==> config.mk <==
export PLATFORM = sky130hd
export DESIGN_NAME = xor_serial_sched
export DESIGN_NICKNAME = d
export VERILOG_FILES = /design/src/rtl/xor_serial_sched.sv
export SDC_FILE = /design/constraint.sdc
export NUM_CORES = 1
export LEC_CHECK = 0
export CORE_MARGIN = 4
export CORE_UTILIZATION = 43
export CTS_CLUSTER_SIZE = 10
export DETAILED_ROUTE_END_ITERATION = 8
export GPL_TIMING_DRIVEN = 0
export PLACE_DENSITY_LB_ADDON = 0.2
export SYNTH_ARGS = -nofsm -noshare
export SYNTH_HDL_FRONTEND = slang
export SYNTH_SLANG_ARGS = --single-unit
==> constraint.sdc <==
create_clock -name clock -period 4.2 [get_ports clock]
set_input_delay 0.63 -clock clock [delete_from_list [all_inputs] [get_ports clock]]
set_output_delay 0.63 -clock clock [all_outputs]
set_load 0.005 [all_outputs]
==> src/rtl/xor_serial_sched.sv <==
// rtl/xor_serial_sched.sv - two-requester round-robin scheduler for one shared 1-bit xor gate
// Optional macro XOR_SELFCHECK_EN adds a sticky xout-vs-(xa^xb) compare on err.
module xor_serial_sched #(
  parameter int WIDTH = 16,
  parameter int CNT_W = 5
) (
  input  logic             clock,
  input  logic             reset_n,
  input  logic             req0_valid,
  output logic             req0_ready,
  input  logic [WIDTH-1:0] req0_a,
  input  logic [WIDTH-1:0] req0_b,
  input  logic             req1_valid,
  output logic             req1_ready,
  input  logic [WIDTH-1:0] req1_a,
  input  logic [WIDTH-1:0] req1_b,
  output logic             xa,
  output logic             xb,
  input  logic             xout,
  output logic             res_valid,
  input  logic             res_ready,
  output logic [WIDTH-1:0] res_data,
  output logic             res_id,
  output logic             err
);

  typedef enum logic [1:0] {S_IDLE, S_SHIFT, S_DONE} state_t;

  state_t             r_state;
  state_t             w_next;
  logic [WIDTH-1:0]   r_sa;
  logic [WIDTH-1:0]   r_sb;
  logic [WIDTH-1:0]   r_res_data;
  logic               r_res_id;
  logic [CNT_W-1:0]   r_cnt;
  logic               r_last_grant;
  logic               w_grant;
  logic               w_hs;
  logic               w_last_bit;

  // Contested cycles go to whoever did not win last; otherwise the sole valid requester.
  assign w_grant    = (req0_valid && req1_valid) ? ~r_last_grant : req1_valid;
  assign w_hs       = req0_ready | req1_ready;
  assign w_last_bit = (r_cnt == CNT_W'(WIDTH - 1));

  always_ff @(posedge clock) begin
    if (!reset_n) r_state <= S_IDLE;
    else          r_state <= w_next;
  end

  always_comb begin
    w_next = r_state;
    unique case (r_state)
      S_IDLE:  if (w_hs) w_next = S_SHIFT;
      S_SHIFT: if (w_last_bit) w_next = S_DONE;
      S_DONE:  if (res_ready) w_next = S_IDLE;
      default: w_next = S_IDLE;
    endcase
  end

  always_comb begin
    req0_ready = 1'b0;
    req1_ready = 1'b0;
    xa         = 1'b0;
    xb         = 1'b0;
    res_valid  = 1'b0;
    unique case (r_state)
      S_IDLE: begin
        req0_ready = req0_valid && !w_grant;
        req1_ready = req1_valid && w_grant;
      end
      S_SHIFT: begin
        xa = r_sa[0];
        xb = r_sb[0];
      end
      S_DONE:  res_valid = 1'b1;
      default: ;
    endcase
  end

  always_ff @(posedge clock) begin
    if (!reset_n) begin
      r_sa         <= '0;
      r_sb         <= '0;
      r_res_data   <= '0;
      r_res_id     <= 1'b0;
      r_cnt        <= '0;
      r_last_grant <= 1'b1;
    end else if (r_state == S_IDLE) begin
      if (w_hs) begin
        r_sa         <= w_grant ? req1_a : req0_a;
        r_sb         <= w_grant ? req1_b : req0_b;
        r_res_id     <= w_grant;
        r_cnt        <= '0;
        r_last_grant <= w_grant;
      end
    end else if (r_state == S_SHIFT) begin
      // Result fills from the top so bit 0 lands at the bottom after WIDTH shifts.
      r_res_data <= {xout, r_res_data[WIDTH-1:1]};
      r_sa       <= r_sa >> 1;
      r_sb       <= r_sb >> 1;
      r_cnt      <= r_cnt + CNT_W'(1);
    end
  end

  assign res_data = r_res_data;
  assign res_id   = r_res_id;

`ifdef XOR_SELFCHECK_EN
  logic r_err;

  always_ff @(posedge clock) begin
    if (!reset_n) r_err <= 1'b0;
    else if ((r_state == S_SHIFT) && (xout != (r_sa[0] ^ r_sb[0]))) r_err <= 1'b1;
  end

  assign err = r_err;
`else
  assign err = 1'b0;
`endif

endmodule
# [Word level (Yosys, flattened, before mapping)]
# Cells that the tools add are included.
[totals] register_bits=57 output_inout_bits=23 in_bits=70
[op_classes] n_addsub=1 n_mux=21 n_bitwise=3 n_eq_ne=6 n_reduce_logical=10
[op_table] operator="16-bit 2-to-1 mux" n=8
[op_table] operator="5-bit 2-to-1 mux" n=3
[op_table] operator="1-bit 2-to-1 mux" n=6
[op_table] operator="2-bit 2-to-1 mux" n=3
[op_table] operator="2-bit inequality test, second input constant" n=3
[op_table] operator="2-bit case mux with 3 select lines" n=1
[op_table] operator="2-bit AND reduction" n=3
[op_table] operator="5-bit by 1-bit adder with 5-bit output, second input constant" n=1
[op_table] operator="5-bit by 4-bit equality test with 1-bit output, second input constant" n=1
[op_table] operator="1-bit logical AND" n=3
[op_table] operator="3-bit AND reduction" n=1
[op_table] operator="2-bit by 1-bit equality test with 1-bit output, second input constant" n=1
[op_table] operator="2-bit equality test, second input constant" n=1
[op_table] operator="2-bit zero test" n=1
[op_table] operator="1-bit NOT" n=2
[op_table] operator="2-bit nonzero test" n=1
[op_table] operator="1-bit zero test" n=1
[op_table] operator="1-bit bitwise OR" n=1

# [Depth between registers and ports, before layout]
# Gate-level depths: netlist of run 1.
[depth] ltp_word=8 depth_mapped=6 mapped_depth_nobuf=5

# [Worst setup path after synthesis of run 1]
# OpenSTA, ideal clock, no wires.
[synth_path] kind="input to output" start="input req1_valid" end="output req1_ready" path_stages=4 arrival_ns=1.268 n_path_buf=1 setup_slack_ns=2.302 path_cell_list="a21boi_1 > clkbuf_1 > nand2_1 > inv_1"
[synth_via] elab_chain_cells=4
[synth_lines] item="from (decl)" line_no="13" text="input logic req1_valid,"
[synth_lines] item="1-bit logical AND" line_no="42" text="assign w_grant = (req0_valid && req1_valid) ? ~r_last_grant : req1_valid;"
[synth_lines] item="1-bit 2-to-1 mux" line_no="42"
[synth_lines] item="1-bit logical AND *" line_no="70" text="req1_ready = req1_valid && w_grant;"
[synth_lines] item="1-bit 2-to-1 mux *" line_no="67" text="unique case (r_state)"
[synth_lines] item="to (decl)" line_no="14" text="output logic req1_ready,"
# Every way passes the cells marked *; elsewhere a longest branch is shown, timed or not.

# [Worst setup path in the final report of run 1]
# Ends and elaborated chain as after synthesis.

==> results of run 1 <==
layout make-up:
cell class	instances	area share [%]
timing repair buffer	90	20.9
sequential	57	26.5
clock buffer	11	3.28
tap	96	2.79
buffer	43	4.42
multi-input combinational	247	40.5
inverter	3	0.262
clock inverter	5	1.28
power groups by stage:
stage          Clock [mW]  Combinational [mW]  Sequential (mW)
6_report            0.512               0.278            0.596
5_1_grt             0.549               0.305            0.600
4_1_cts             0.520               0.278            0.596
3_5_place_dp            0               0.277            0.607
3_3_place_gp            0               0.273            0.606
2_1_floorplan           0               0.165            0.602
per-stage QoR:
stage / utilization [%] / instance area [um^2]
finish: 62.7 / 4310
global route: 62.7 / 4310
CTS: 62.7 / 4310
detailed placement: 59.8 / 4110
global placement: 59.8 / 4110
floorplan: - / 3090
logic make-up (layout without fill, tap and decap cells):
group / after synthesis / count (layout) / share of synthesized area, %
DFF: 57 / 57 / 37.0
xor gates and xnor gates: 1 / 1 / 0.284
adders and majority gates: 2 / 2 / 0.810
buffers and inverters: 46 / 152 / 6.52
AOI/OAI and AO/OA: 124 / 124 / 33.7
muxes: 2 / 2 / 0.729
and+or+nand+nor: 117 / 117 / 20.9
other: 1 / 1 / 0.121
layer usage:
layer / part of all wire [%] / GRT usage [%] / vias to the layer above / wire length [um]
met4: 1.9 / 8.18 / 0 / 164
met1: 44 / 26.8 / 1450 / 3820
met2: 49 / 34.7 / 84 / 4180
met5: 0 / 0 / - / 0
met3: 4.8 / 4.06 / 15 / 413
li1: - / - / 1511 / -
flip-flops by register name (all words and copies together), names as in the netlist:
signal        count
res_data         16
r_sb             16
r_sa             16
r_last_grant      1
r_state           2
res_id            1
r_cnt             5
cell usage after synthesis:
master,instances,area [um^2]
dfxtp_1,57,1140
conb_1,1,3.75
a211o_1,30,263
nor2b_1,3,18.8
nand3_1,2,10.0
buf_4,2,15.0
nor2_1,3,11.3
a21bo_2,1,10.0
o22ai_1,1,6.26
buf_6,1,11.3
nand2b_1,2,12.5
o31ai_1,1,7.51
nor3_2,1,10.0
o2bb2ai_1,2,17.5
ha_1,2,25.0
o21bai_1,30,225
a21boi_1,12,90.1
inv_1,3,11.3
a22oi_1,1,7.51
nor2_2,1,6.26
or4_1,2,15.0
and3_1,61,382
o311a_1,32,320
buf_1,1,3.75
xor2_1,1,8.76
nand3b_1,2,15.0
nand2_1,35,131
o21ai_0,4,20.0
or3b_2,1,8.76
or2_2,1,6.26
a21boi_0,9,67.6
a21oi_1,1,5.00
buf_2,11,55.1
and2_1,3,18.8
clkbuf_1,28,105
mux2_1,2,22.5
cells in the final DEF (no fill, tap or decap), types with 9 or more instances in the layout:
| cell type | n |
|---|---|
| buf_2 | 11 |
| clkbuf_8 | 10 |
| clkbuf_1 | 29 |
| a21boi_0 | 9 |
| o21bai_1 | 30 |
| clkdlybuf4s50_1 | 90 |
| o311a_1 | 32 |
| nand2_1 | 35 |
| and3_1 | 61 |
| a21boi_1 | 12 |
| a211o_1 | 30 |
| dfxtp_1 | 57 |
final timing paths:
path	endpoint	slack, ns	cells past startpoint
setup / recovery	req1_ready	0.89	6
hold / removal	res_data[8]$_SDFFE_PN0P_	0.47	2
setup reg to reg	r_cnt[4]$_SDFFE_PN0P_	2.47	5
hold reg to reg	res_data[8]$_SDFFE_PN0P_	0.47	2
worst register-to-register path, stage by stage (launching register included):
cell      delay, ns
dfxtp_1        0.34
ha_1           0.22
and3_1         0.18
ha_1           0.26
or4_1          0.52
a21boi_1       0.14
==> results.sh, run 1 <==
export IMPL_ctsResizeCount=0
export IMPL_cts_buffers=9
export IMPL_crit_fanout=10
export IMPL_power_switching_uw=361
export IMPL_die_w_um=92.7
export IMPL_multi_input_area_um2=1750
export IMPL_synth_seq_area_share_pct=37.0
export IMPL_drtIter0Drc=182
export IMPL_viasPerCell=5.54
export IMPL_startpoint="req1_valid"
export IMPL_initial_utilization_pct=45.0
export IMPL_gp_congestion=0.761
export IMPL_drc_errors=0
export IMPL_sw_frac_of_total_pct=26.0
export IMPL_nFillCells=617
export IMPL_htree_num_levels=3
export IMPL_dr_pass1_iters=4
export IMPL_placedCellCount=536
export IMPL_worstHoldPathType="reg -> reg"
export IMPL_preCtsSetupSlack_ns=0.907
export IMPL_status="finished, final reports clean"
export IMPL_ys_warn_count=0
export IMPL_grt_pass1_wl_mm=14.6
export IMPL_fin_tns_setup_ns=0
export IMPL_hold_buffers=0
export IMPL_setup_ws_ns=0.891
export IMPL_seq_power_share_pct=43.0
export IMPL_cpMaxStageDelayCell="clkdlybuf4s50_1"
export IMPL_max_cap_viol_count=0
export IMPL_regArea_um2=1140
export IMPL_antenna_found_initial=0
export IMPL_start_kind="input port"
export IMPL_hp_start="res_data[9]$_SDFFE_PN0P_"
export IMPL_cellPowerDensity_nw_per_um2=322
export IMPL_slowest_delay_ns=0.54
export IMPL_grt_pass1_vias=3066
export IMPL_p_leak_nw=2.04
export IMPL_period_share_pct=78.8
export IMPL_path_cells="clkdlybuf4s50_1 > a21boi_1 > clkbuf_1 > nand2_1 > inv_1 > clkdlybuf4s50_1"
export IMPL_die_y_um=92.7
export IMPL_rows=30
export IMPL_setup_viol=0
export IMPL_clock_sinks=57
export IMPL_via_count=3060
export IMPL_hold_viol=0
export IMPL_synth_cell_type_count=36
export IMPL_cp_data_arrival_time_ns=2.68
export IMPL_skew_ns=0.00502
export IMPL_nNetsFinal=523
export IMPL_ios=93
export IMPL_wl_per_cell_um=15.5
export IMPL_cts_buffer_depth=2
export IMPL_cpMostUsedCell="clkdlybuf4s50_1"
export IMPL_hold_ws_ns=0.466
export IMPL_critPathKind="in -> out"
export IMPL_clockPowerShare_pct=36.9
export IMPL_share_comb_of_total_power_pct=20.0
export IMPL_clk_latency_ns=0.34
export IMPL_coreArea_um2=6870
export IMPL_stdcell_count=552
export IMPL_ant_nets=0
export IMPL_synth_nets=422
export IMPL_dp_hpwl_mm=6.30
export IMPL_avgSynthCellArea_um2=8.82
export IMPL_r2r_start="r_cnt[0]$_SDFFE_PN0P_"
export IMPL_yosys_register_bits=57
export IMPL_internal_power_mw=1.03
export IMPL_peakVddDrop_uv=167
export IMPL_critical_path_top_delay_family="buffers and inverters"
export IMPL_clkTransAtPathRegs_ns=0.07
export IMPL_die_area_um2=8600
export IMPL_syn_inst=350
export IMPL_portBuffers=90
export IMPL_finalPower_mw=1.39
export IMPL_area_growth_pct=39.4
export IMPL_finalCriticalPeriod_ns=3.31
export IMPL_max_freq_ghz=0.302
export IMPL_end_kind="output port"
export IMPL_cp_required_ns=3.57
export IMPL_grt_max_degree=11
export IMPL_drt_total_wl_mm=8.58
export IMPL_slew_violations=0
export IMPL_cts_tree="done"
export IMPL_synth_area_um2=3090
export IMPL_post_cts_buffers=0
export IMPL_grt_usage_pct=20.9
export IMPL_grt_setup_unrepaired="no"
export IMPL_n_antenna_cell=0
export IMPL_drive_gt1_share_pct=7.46
export IMPL_overflow=0
export IMPL_cp_buffers_inverters=4
export IMPL_ctsRootBufferMaster="clkbuf_8"
Power figures use the tool's default switching activity.
==> run 2: changes to the inputs <==
==> constraint.sdc (replaced) <==
create_clock -name clock -period 3.04 [get_ports clock]
set_input_delay 0.456 -clock clock [delete_from_list [all_inputs] [get_ports clock]]
set_output_delay 0.456 -clock clock [all_outputs]
set_load 0.005 [all_outputs]
==> run 2 against run 1 <==
  * First-iteration DRC count is 4.4% lower
  * Cell count stayed put
  * Critical path type unchanged
  * Global-route usage stayed put
  * Core utilization hardly changed
  * Largest cell class unchanged
==> results.sh, run 2 (synthesis results as in run 1) <==
export IMPL_status="finished, final reports clean"
export IMPL_start_kind="input port"
export IMPL_worst_r2r_cell_count=5
export IMPL_reg2reg_slack_ns=1.32
export IMPL_grt_usage_pct=20.9
export IMPL_gp_congestion=0.761
export IMPL_startpoint="req1_valid"
export IMPL_r2r_start="r_cnt[0]$_SDFFE_PN0P_"
export IMPL_final_cell_mix="clkdlybuf4s50_1 (90), and3_1 (61), dfxtp_1 (57)"
export IMPL_placedCellCount=536
export IMPL_p_leak_nw=2.05
export IMPL_sw_frac_of_total_pct=26.0
export IMPL_drtIter0Drc=174
export IMPL_nNetsFinal=523
export IMPL_die_y_um=92.7
export IMPL_grt_pass1_wl_mm=14.6
export IMPL_drive_gt1_share_pct=7.68
export IMPL_hold_viol=0
export IMPL_finalCriticalPeriod_ns=2.85
export IMPL_antenna_found_initial=0
export IMPL_cp_required_ns=2.58
export IMPL_internal_power_mw=1.42
export IMPL_grt_busiest_layer="met2"
export IMPL_placed_area_um2=4110
export IMPL_cp_buffers_inverters=4
export IMPL_max_cap_viol_count=0
export IMPL_htree_num_levels=3
export IMPL_dp_hpwl_mm=6.30
export IMPL_power_switching_uw=497
export IMPL_final_common_cell="clkdlybuf4s50_1"
export IMPL_drt_total_wl_mm=8.58
export IMPL_drc_errors=0
export IMPL_wl_per_cell_um=15.5
export IMPL_period_share_pct=93.7
export IMPL_end_kind="output port"
export IMPL_cp_endpoint="req1_ready"
export IMPL_via_count=3046
export IMPL_path_cells="clkdlybuf4s50_1 > a21boi_1 > clkbuf_2 > nand2_1 > inv_1 > clkdlybuf4s50_1"
export IMPL_nFillCells=617
export IMPL_grt_use_met1_pct=26.8
export IMPL_overflow=0
export IMPL_cp_data_arrival_time_ns=2.39
export IMPL_die_area_um2=8600
export IMPL_n_antenna_cell=0
export IMPL_initial_utilization_pct=45.0
export IMPL_max_freq_ghz=0.351
export IMPL_clock_sinks=57
export IMPL_area_growth_pct=39.5
export IMPL_rows=30
export IMPL_hold_buffers=0
export IMPL_cpMostUsedCell="clkdlybuf4s50_1"
export IMPL_stdcell_count=552
export IMPL_clk_latency_ns=0.34
export IMPL_use_met3_pct=4.06
export IMPL_grtUsageMet2_pct=34.7
export IMPL_preCtsSetupSlack_ns=0.0946
export IMPL_coreArea_um2=6870
export IMPL_ios=93
export IMPL_clkTransAtPathRegs_ns=0.07
export IMPL_grt_max_degree=11
export IMPL_critical_path_top_delay_family="buffers and inverters"
export IMPL_cellPowerDensity_nw_per_um2=444
export IMPL_critPathKind="in -> out"
export IMPL_grt_pass1_vias=3066
export IMPL_seq_power_share_pct=43.0
export IMPL_ctsRootBufferMaster="clkbuf_8"
export IMPL_viasPerCell=5.52
export IMPL_die_w_um=92.7
export IMPL_fin_tns_setup_ns=0
export IMPL_crit_fanout=10
export IMPL_slew_violations=0
export IMPL_r2r_end="r_cnt[4]$_SDFFE_PN0P_"
export IMPL_share_comb_of_total_power_pct=20.1
export IMPL_peakVddDrop_uv=231
export IMPL_portBuffers=90
export IMPL_setup_viol=0
export IMPL_slowest_delay_ns=0.54
export IMPL_cpMaxStageDelayCell="clkdlybuf4s50_1"
export IMPL_dr_pass1_iters=4
export IMPL_ant_nets=0
export IMPL_skew_ns=0.00492
export IMPL_cts_buffers=9
export IMPL_cp_num_cells=6
export IMPL_grt_setup_unrepaired="no"
export IMPL_clockPowerShare_pct=36.9
export IMPL_cts_tree="done"
export IMPL_worstHoldPathType="reg -> reg"
export IMPL_cts_buffer_depth=2
export IMPL_postLayoutCellArea_um2=4310
export IMPL_setup_ws_ns=0.193
## run 2: changes by cell type in the layout (fill, tap and decap cells not counted)
cell / change
clkbuf_2: +1
clkbuf_1: -1
## run 2: power by group through the flow
stage | combinational, mW | clock [mW] | sequential (mW)
2_1_floorplan | 0.228 | 0 | 0.832
3_3_place_gp | 0.378 | 0 | 0.837
3_5_place_dp | 0.382 | 0 | 0.839
4_1_cts | 0.384 | 0.718 | 0.823
5_1_grt | 0.421 | 0.759 | 0.829
6_report | 0.384 | 0.706 | 0.824
## run 2: per-layer routing
metal  vias up  routed length, um
li1       1510                  -
met1      1437               3830
met2        88               4160
met3        11                439
met4         0                151
met5         -                  0
## run 2: final cells by class
type                            count  area [um^2]  share of cell area, %
Tap cell                           96          120                   2.79
Buffer                             43          191                   4.45
Multi-Input combinational cell    247         1750                   40.5
Clock inverter                      5         55.1                   1.28
Inverter                            3         11.3                  0.261
Sequential cell                    57         1140                   26.5
Clock buffer                       11          141                   3.28
Timing Repair Buffer               90          901                   20.9
## run 2: stage by stage
stage / hold WS (ns) / utilization [%] / power (mW)
after CTS: 0.467 / 62.7 / 1.93
after floorplan: 0.448 / - / 1.06
after global routing: 0.488 / 62.7 / 2.01
after detailed placement: 0.458 / 59.8 / 1.22
after global placement: 0.444 / 59.8 / 1.21
final: 0.466 / 62.7 / 1.91
## run 2: worst min path at each step
stage	start	to	slack, ns	cells past startpoint
final	res_data[9]$_SDFFE_PN0P_	res_data[8]$_SDFFE_PN0P_	0.47	2
after global routing	res_data[7]$_SDFFE_PN0P_	res_data[7]$_SDFFE_PN0P_	0.49	2
after CTS	res_data[0]$_SDFFE_PN0P_	res_data[0]$_SDFFE_PN0P_	0.47	2
after detailed placement	res_data[0]$_SDFFE_PN0P_	res_data[0]$_SDFFE_PN0P_	0.46	2
after global placement	res_data[0]$_SDFFE_PN0P_	res_data[0]$_SDFFE_PN0P_	0.44	2
after floorplan	r_cnt[4]$_SDFFE_PN0P_	r_cnt[4]$_SDFFE_PN0P_	0.45	2
## run 2: repair_timing
item	in CTS	in global routing
resized for setup	0	2
setup endpoints to repair	0	1
setup buffers	0	0
## run 2: worst min-delay path, cell delays in order, from the launching register on
cell and delay (ns):
dfxtp_1 0.32, nand2_1 0.06, a21boi_1 0.05
==> run 3: changes to the inputs <==
--- a/config.mk
+++ b/config.mk
@@ -5,6 +5,8 @@
 export SDC_FILE = /design/constraint.sdc
 export NUM_CORES = 1
 export LEC_CHECK = 0
+export ABC_AREA = 1
+export CAP_MARGIN = 20
 export CORE_MARGIN = 4
 export CORE_UTILIZATION = 43
 export CTS_CLUSTER_SIZE = 10
==> run 3 against run 2 <==
  * Maximum frequency increased by 11%
  * Setup slack improved by 0.29 ns
  * Register-to-register slack improved by 0.23 ns
  * Synthesized cell count increased by 45%
  * Largest power group unchanged
  * Via count increased by 8.8%
  * Clock skew about the same
  * Core utilization decreased by 0.58 points
  * Wire length decreased by 6.2%
  * Flip-flop and latch count unchanged
  * Sequential share of layout area increased by 0.25 points
  * Critical path type unchanged
  * Area after synthesis decreased by 0.85%
  * Critical path depth unchanged
==> results.sh, run 3 <==
export IMPL_grt_max_degree=11
export IMPL_via_count=3315
export IMPL_synth_ff_type="dfxtp_1"
export IMPL_peakVddDrop_uv=379
export IMPL_final_cell_mix="nand2_1 (109), nor2_1 (104), clkdlybuf4s50_1 (91)"
export IMPL_area_growth_pct=39.4
export IMPL_gp_congestion=0.809
export IMPL_synth_edf_count=0
export IMPL_antenna_found_initial=0
export IMPL_initial_utilization_pct=44.6
export IMPL_min_path_cells=2
export IMPL_overflow=0
export IMPL_regArea_um2=1140
export IMPL_dp_hpwl_mm=5.90
export IMPL_cp_required_ns=2.58
export IMPL_post_cts_buffers=0
export IMPL_n_antenna_cell=0
export IMPL_cts_tree="done"
export IMPL_coreArea_um2=6870
export IMPL_end_kind="output port"
export IMPL_drive_gt1_share_pct=5.20
export IMPL_wl_met2_mm=3.64
export IMPL_synth_area_um2=3060
export IMPL_ctsRootBufferMaster="clkbuf_8"
export IMPL_portBuffers=91
export IMPL_clk_latency_ns=0.33
export IMPL_yosys_register_bits=57
export IMPL_grt_setup_unrepaired="no"
export IMPL_die_area_um2=8530
export IMPL_synth_cell_type_count=20
export IMPL_ios=93
export IMPL_status="finished, final reports clean"
export IMPL_die_y_um=92.4
export IMPL_syn_inst=508
export IMPL_die_w_um=92.4
export IMPL_nNetsFinal=682
export IMPL_synth_area_leaders="dfxtp_1 (37%), nand2_1 (13%), nor2_1 (13%)"
export IMPL_max_freq_ghz=0.391
export IMPL_worst_r2r_cell_count=7
export IMPL_synth_top_area_cell="dfxtp_1"
export IMPL_met1Wirelength_mm=3.69
export IMPL_ys_warn_count=0
export IMPL_drc_errors=0
export IMPL_viasPerCell=4.66
export IMPL_slew_violations=0
export IMPL_skew_ns=0.00493
export IMPL_ant_nets=0
export IMPL_met3_length_um=606
export IMPL_worstHoldPathType="reg -> reg"
export IMPL_final_common_cell="nand2_1"
export IMPL_clkTransAtPathRegs_ns=0.06
export IMPL_ctsResizeCount=0
export IMPL_placedCellCount=695
export IMPL_hold_viol=0
export IMPL_avgSynthCellArea_um2=6.03
export IMPL_clock_sinks=57
export IMPL_hold_buffers=0
export IMPL_drtIter0Drc=144
export IMPL_htree_num_levels=3
export IMPL_holdPathEnd="r_last_grant$_SDFFE_PN1P_"
export IMPL_cts_buffer_depth=2
export IMPL_nFillCells=657
export IMPL_cp_data_arrival_time_ns=2.10
export IMPL_dr_pass1_iters=5
export IMPL_cts_buffers=9
export IMPL_rows=30
export IMPL_reg2reg_slack_ns=1.55
export IMPL_top_layer_used="met4"
export IMPL_cellPowerDensity_nw_per_um2=479
export IMPL_crit_fanout=6
export IMPL_synthTopCellsByCount="nand2_1 (109), nor2_1 (104), inv_1 (74)"
export IMPL_finalCriticalPeriod_ns=2.56
export IMPL_synth_seq_area_share_pct=37.3
export IMPL_period_share_pct=84.2
export IMPL_p_leak_nw=2.11
export IMPL_grt_usage_pct=19.5
export IMPL_wl_per_cell_um=11.3
export IMPL_drt_total_wl_mm=8.05
export IMPL_max_cap_viol_count=0
export IMPL_grt_pass1_vias=3027
export IMPL_r2r_start="r_state[0]$_SDFFE_PN0P_"
export IMPL_grt_pass1_wl_mm=13.6
export IMPL_synth_nets=580
export IMPL_synth_top_area_share_pct=37.3
export IMPL_yosysMostFrequentCell="nand2_1"
export IMPL_fin_tns_setup_ns=0
export IMPL_stdcell_count=711
export IMPL_async_flop_share_pct=0
export IMPL_start_kind="input port"
export IMPL_critPathKind="in -> out"
export IMPL_setup_viol=0
export IMPL_hp_start="r_last_grant$_SDFFE_PN1P_"
export IMPL_r2r_end="r_sa[1]$_SDFFE_PN0P_"
export IMPL_multi_input_area_um2=1500
run 3: how the worst max path moves through the flow:
| stage | endpoint | startpoint | depth (start not counted) |
|---|---|---|---|
| 6_report | req0_ready | req0_valid | 6 |
| 5_1_grt | req0_ready | req0_valid | 6 |
| 4_1_cts | req0_ready | req0_valid | 6 |
| 3_5_place_dp | req0_ready | req0_valid | 6 |
| 3_3_place_gp | req0_ready | req0_valid | 6 |
| 2_1_floorplan | r_cnt[4]$_SDFFE_PN0P_ | req0_valid | 7 |
run 3: final cells by class:
cell class,instances,share of cell area (%)
plain buffers,31,3.37
clock buffers,13,3.72
clock inverters,3,0.352
inverters,75,6.60
multi-input cells,345,35.0
flip-flops and latches,57,26.7
well taps,96,2.82
repair buffers,91,21.3
run 3: worst max-delay path: stages:
cell	delay, ns
clkdlybuf4s50_1	0.52
nand2_1	0.17
nand2_1	0.22
inv_1	0.11
nor2_1	0.10
clkdlybuf4s50_1	0.53
run 3: kinds of logic after synthesis:
logic type / share of synthesized area [%]
flops: 37.3
fa+ha+maj: 0.817
compound gates: 9.64
simple gates: 38.3
other cells: 0.122
buf+inv: 13.9
run 3: power breakdown:
| part | switching [mW] | total (mW) | internal [mW] | leakage, nW |
|---|---|---|---|---|
| Combinational | 0.283 | 0.538 | 0.255 | 1.55 |
| Sequential | 0.0489 | 0.884 | 0.835 | 0.472 |
| Clock | 0.287 | 0.623 | 0.336 | 0.0932 |
run 3: layer usage:
metal,up-vias,GRT usage [%]
met5,-,0
met3,12,7.47
met1,1442,24.5
met2,102,31.5
met4,0,4.46
li1,1759,-
run 3: through the flow:
stage | hold WS (ns) | power, mW | util [%] | setup slack [ns] | area, um^2
6_report | 0.474 | 2.04 | 62.1 | 0.481 | 4270
4_1_cts | 0.469 | 2.06 | 62.1 | 0.465 | 4270
2_1_floorplan | 0.429 | 1.21 | - | 1.70 | 3060
3_5_place_dp | 0.453 | 1.44 | 59.6 | 0.473 | 4090
5_1_grt | 0.499 | 2.18 | 62.1 | 0.333 | 4270
3_3_place_gp | 0.442 | 1.42 | 59.6 | 0.487 | 4090
